--- src/rtl/operand_fwd_unit.sv ---
// operand_fwd_unit: byte-granular operand bypass over a DEPTH-deep write-back history with load-use stall
module operand_fwd_unit #(
  parameter int DW    = 128,
  parameter int AW    = 5,
  parameter int NRD   = 2,
  parameter int DEPTH = 1
) (
  input  logic              clk,
  input  logic              reset,
  input  logic              id_valid,
  input  logic              flush,
  input  logic [NRD-1:0]    rd_en,
  input  logic [NRD*AW-1:0] rd_addr,
  input  logic [NRD*DW-1:0] rf_data,
  input  logic              wb_en,
  input  logic [AW-1:0]     wb_addr,
  input  logic [DW/8-1:0]   wb_byteen,
  input  logic [DW-1:0]     wb_data,
  input  logic              ex_load,
  input  logic [AW-1:0]     ex_wr_addr,
  output logic              stall,
  output logic              op_valid,
  output logic [NRD*DW-1:0] op_data,
  output logic [NRD-1:0]    fwd_hit
);
  localparam int BEW = DW / 8;
  logic [DEPTH-1:0] h_v;
  logic [AW-1:0]    h_a  [DEPTH];
  logic [BEW-1:0]   h_be [DEPTH];
  logic [DW-1:0]    h_d  [DEPTH];
  logic [NRD*DW-1:0] merged;
  logic [NRD-1:0]    hit;
  logic              dep;
  always_ff @(posedge clk) begin
    h_v[0]  <= !reset && wb_en;
    h_a[0]  <= wb_addr;
    h_be[0] <= wb_byteen;
    h_d[0]  <= wb_data;
    for (int k = 1; k < DEPTH; k++) begin
      h_v[k]  <= !reset && h_v[k-1];
      h_a[k]  <= h_a[k-1];
      h_be[k] <= h_be[k-1];
      h_d[k]  <= h_d[k-1];
    end
  end
  always_comb begin
    merged = rf_data;
    hit    = '0;
    for (int p = 0; p < NRD; p++) begin
      for (int b = 0; b < BEW; b++) begin
        if (rd_en[p]) begin
          for (int k = DEPTH - 1; k >= 0; k--) begin
            if (h_v[k] && h_a[k] == rd_addr[p*AW +: AW] && h_be[k][b]) begin
              merged[p*DW + 8*b +: 8] = h_d[k][8*b +: 8];
              hit[p] = 1'b1;
            end
          end
          if (wb_en && wb_addr == rd_addr[p*AW +: AW] && wb_byteen[b]) begin
            merged[p*DW + 8*b +: 8] = wb_data[8*b +: 8];
            hit[p] = 1'b1;
          end
        end
      end
    end
  end
  always_comb begin
    dep = 1'b0;
    for (int p = 0; p < NRD; p++) dep = dep | (rd_en[p] && rd_addr[p*AW +: AW] == ex_wr_addr);
  end
  assign stall = !reset && id_valid && !flush && ex_load && dep;
  always_ff @(posedge clk) begin
    if (reset) begin
      op_valid <= 1'b0;
      op_data  <= '0;
      fwd_hit  <= '0;
    end else if (id_valid && !flush && !stall) begin
      op_valid <= 1'b1;
      op_data  <= merged;
      fwd_hit  <= hit;
    end else begin
      op_valid <= 1'b0;
    end
  end
endmodule
--- config.mk ---
export PLATFORM = sky130hd
export DESIGN_NAME = operand_fwd_unit
export DESIGN_NICKNAME = d
export VERILOG_FILES = /design/src/rtl/operand_fwd_unit.sv
export SDC_FILE = /design/constraint.sdc
export NUM_CORES = 1
export LEC_CHECK = 0
export ABC_AREA = 1
export CORE_AREA = 3 3 278 280
export CTS_CLUSTER_SIZE = 20
export DETAILED_ROUTE_END_ITERATION = 10
export DIE_AREA = 0 0 281 283
export GPL_ROUTABILITY_DRIVEN = 0
export HOLD_SLACK_MARGIN = 0.15
export PLACE_DENSITY = 0.65
export SYNTH_ARGS = -nofsm -noshare
export SYNTH_HDL_FRONTEND = slang
export SYNTH_SLANG_ARGS = --single-unit
--- constraint.sdc ---
create_clock -name clk -period 1.79 [get_ports clk]
set_input_delay 0.537 -clock clk [delete_from_list [all_inputs] [get_ports clk]]
set_output_delay 0.537 -clock clk [all_outputs]
set_load 0.005 [all_outputs]
==> reports/metrics.yaml <==
status:
  outcome: "complete, but fails checks"
  violations: "setup timing"
drt:
  drc_errors: 0
  routed_wl_mm: 104
  ant_nets: 0
  wl_per_cell_um: 20.4
  drtIter0Drc: 1591
  via_per_inst: 5.02
  vias: 25743
  first_pass_iters: 5
synthesis:
  synth_edf_count: 0
  syn_nets: 3680
  ys_ff_latch: 409
  ys_types: 33
  ys.flop_type: "dfxtp_1"
  async_reset_ff_share_pct: 0
  yosysWarnings: 0
  synthCells: 3252
  syn_area_per_cell_um2: 6.66
  yosysSeqAreaShare_pct: 37.8
  syn_area_mm2: 0.0216
finish:
  nNetsFinal: 4525
  finish.utilization_pct: 48.4
  drive_gt1_share_pct: 22.5
  fin_area_mm2: 0.0361
  fill_cells: 7254
  area_delta_synth_final_pct: 67.0
global_route:
  antenna_found_initial: 39
  grt.total_usage_pct: 24.8
  grt_pass1_wl_mm: 153
  grt_pass1_vias: 24778
  grt_max_degree: 175
  gr-total-overflow: 0
place:
  post_dp_cell_area_mm2: 0.0313
  io_buffers: 687
  dp_hpwl_mm: 74.6
power_and_ir_drop:
  pwr_density_cell_mw_per_mm2: 746
  leakage_nw: 17.2
  ir_drop_uv: 653
  power_mw: 27.0
timing:
  tightestPinTransition_ns: 1.07
  finalHoldViolCount: 0
  relSlewSlack_pct: 28.7
  rsz0062_at_grt: "true"
  finalMaxSlewViolations: 0
  fmax_mhz: 525
  setup_violations: 35
  finalCritPeriodShare_pct: 106
  period_minus_slack_ns: 1.90
  skew_ns: 0.0171
  setup_slack_ns: -0.115
floorplanning:
  fp.dieArea_mm2: 0.0795
  start_util_pct: 29.0
  ios: 688
  coreArea_mm2: 0.0747
  rows: 100
  die_y_um: 283
  die_w_um: 281
critical_path:
  startpoint_type: "primary input"
  slowest_stage: "buf_4"
  rrSetupSlack_ns: -0.09
  path_cells: "buf_4 -> inv_2 -> o21ai_2 -> a21oi_2 -> nand3_2 -> nand2_2 -> nand2_4 -> inv_2 -> buf_2"
  end_kind: "primary output"
  worstPathMaxFanout: 4
  critPathRequiredTime_ns: 1.25
  worstPathArrival_ns: 1.37
  critPathMostFrequentCell: "inv_2"
  cp_top_family: "buffers and inverters"
  critPathBufInv: 4
  crit_type: "primary input to primary output"
  cpPeakStageDelay_ns: 0.14
clock_network:
  clk_pin_slew_ns: 0.06
  cts.path.max_buffers: 3
  cts_buffers: 53
  cts.sinks: 409
  htree_levels: 2
  cts-root-buf: "clkbuf_16"
  cts_tree: "yes"
  clk_latency_ns: 0.60
hold_path:
  hold_path.class: "primary input to register"
run:
  maxCapViolations: 0
## worst reg2reg max path, stage by stage, from the launching register on
cell,delay [ns]
dfxtp_4,0.38
inv_2,0.04
nand2_2,0.06
nand2_2,0.06
nor2_4,0.18
nand3_4,0.22
nor2_4,0.23
buf_4,0.15
buf_6,0.10
nand2_1,0.05
nand3_1,0.07
o211ai_1,0.10
a21oi_1,0.18
## flip-flops by register name, summed over array words and instances (netlist names)
| name | cells |
|---|---|
| op_valid | 1 |
| h_v | 1 |
| h_be | 16 |
| h_d | 128 |
| h_a | 5 |
| op_data | 256 |
| fwd_hit | 2 |
## routing by layer
layer | up-vias | share of wire [%] | track usage, %
met5 | - | 0.20 | 0
met2 | 948 | 48 | 42.5
met1 | 12018 | 39 | 29.3
li1 | 12504 | - | -
met4 | 30 | 3.7 | 8.99
met3 | 243 | 8.5 | 7.30
## kinds of logic after synthesis
group	after synthesis	share of synthesized area (%)
AND/OR/NAND/NOR	1427	28.7
XOR/XNOR	3	0.121
buffers and inverters	555	10.8
AO/OA/AOI/OAI	858	22.6
flip-flops	409	37.8
## synthesized netlist by cell type, types with 2 or more instances
cell      count  share of area [%]
o21ai_1       9               0.21
buf_1         9               0.16
nand3_4      10               0.81
nor2_4        5               0.26
nor2_2       11               0.32
o22ai_1      50                1.4
buf_12        3               0.28
a21oi_2       2              0.081
nand3_1     196                4.5
nand4_4      10               0.98
nand2_1    1067                 19
nand4_2      10               0.58
a21oi_1     528                 12
clkinv_4      9               0.36
a31o_1        4               0.16
buf_2        86                2.0
o211ai_1    193                6.7
buf_6         3               0.16
clkinv_2      5               0.12
nand3_2      18               0.83
o21ai_0      67                1.5
nor2_1       91                1.6
inv_2        23               0.40
buf_4         5               0.17
inv_1       334                5.8
xnor2_1       2              0.081
a31o_2        5               0.20
nand4_1       8               0.23
clkbuf_1     77                1.3
dfxtp_1     409                 38
## final cells by class
class / count / area (um^2) / share of cell area [%]
Antenna cell: 18 / 45.0 / 0.125
Clock inverter: 21 / 292 / 0.807
Inverter: 372 / 1620 / 4.47
Tap cell: 969 / 1210 / 3.35
Sequential cell: 409 / 8270 / 22.9
Timing Repair Buffer: 968 / 10300 / 28.4
Clock buffer: 78 / 1600 / 4.43
Multi-Input combinational cell: 2293 / 12800 / 35.5
## worst paths after layout
path | from | cells after the start | endpoint
worst min register to register | op_data[52] | 2 | op_data[52]
worst max-delay path | rd_addr[0] | 9 | stall
worst min-delay path | wb_addr[4] | 1 | h_a[0][4]
worst max register to register | h_a[0][2] | 12 | op_data[141]
## placed cells by master (no fill, tap or decap), types with 31 or more instances in the layout
| cell type | netlist | routed |
|---|---|---|
| buf_12 | 3 | 82 |
| o21ai_1 | 9 | 32 |
| dfxtp_1 | 409 | 350 |
| nand2_2 | 0 | 100 |
| buf_6 | 3 | 66 |
| nand3_4 | 10 | 31 |
| nand3_2 | 18 | 80 |
| o22ai_1 | 50 | 43 |
| o211ai_1 | 193 | 193 |
| nand2_1 | 1067 | 908 |
| dfxtp_2 | 0 | 54 |
| nand3_1 | 196 | 117 |
| a21oi_2 | 2 | 33 |
| nor2_1 | 91 | 65 |
| dlygate4sd2_1 | 0 | 213 |
| buf_4 | 5 | 121 |
| inv_1 | 334 | 316 |
| clkbuf_16 | 0 | 56 |
| clkdlybuf4s50_1 | 0 | 400 |
| nand2_4 | 0 | 58 |
| a21oi_1 | 528 | 496 |
## metrics by stage
stage                     hold WS [ns]  cells  setup WS [ns]  TNS (ns)
after floorplan                  0.455   3252        -0.0109     -1.47
after global placement           0.456   4929          -1.37   -321.97
after detailed placement         0.464   4929          -1.28   -300.44
after CTS                        0.194   5088         -0.158     -1.79
after global routing             0.236   5121         -0.174    -16.49
final                            0.228   5128         -0.115     -1.07
## where the power goes
part           internal, mW  leakage, nW  total (mW)  switching, mW
combinational          2.60         12.8        5.25           2.64
sequential             9.71         3.42        10.1          0.386
clock                  7.08        0.919        11.6           4.55
total                  19.4         17.2        27.0           7.58
## repair_timing
action	4_1_cts	5_1_grt
resized for setup	742	389
hold buffers	0	0
endpoints found under the setup margin	518	286
buffers inserted	47	24
cloned	15	1
pin swaps	157	222
Note: power is estimated with default switching activity, not from simulation.
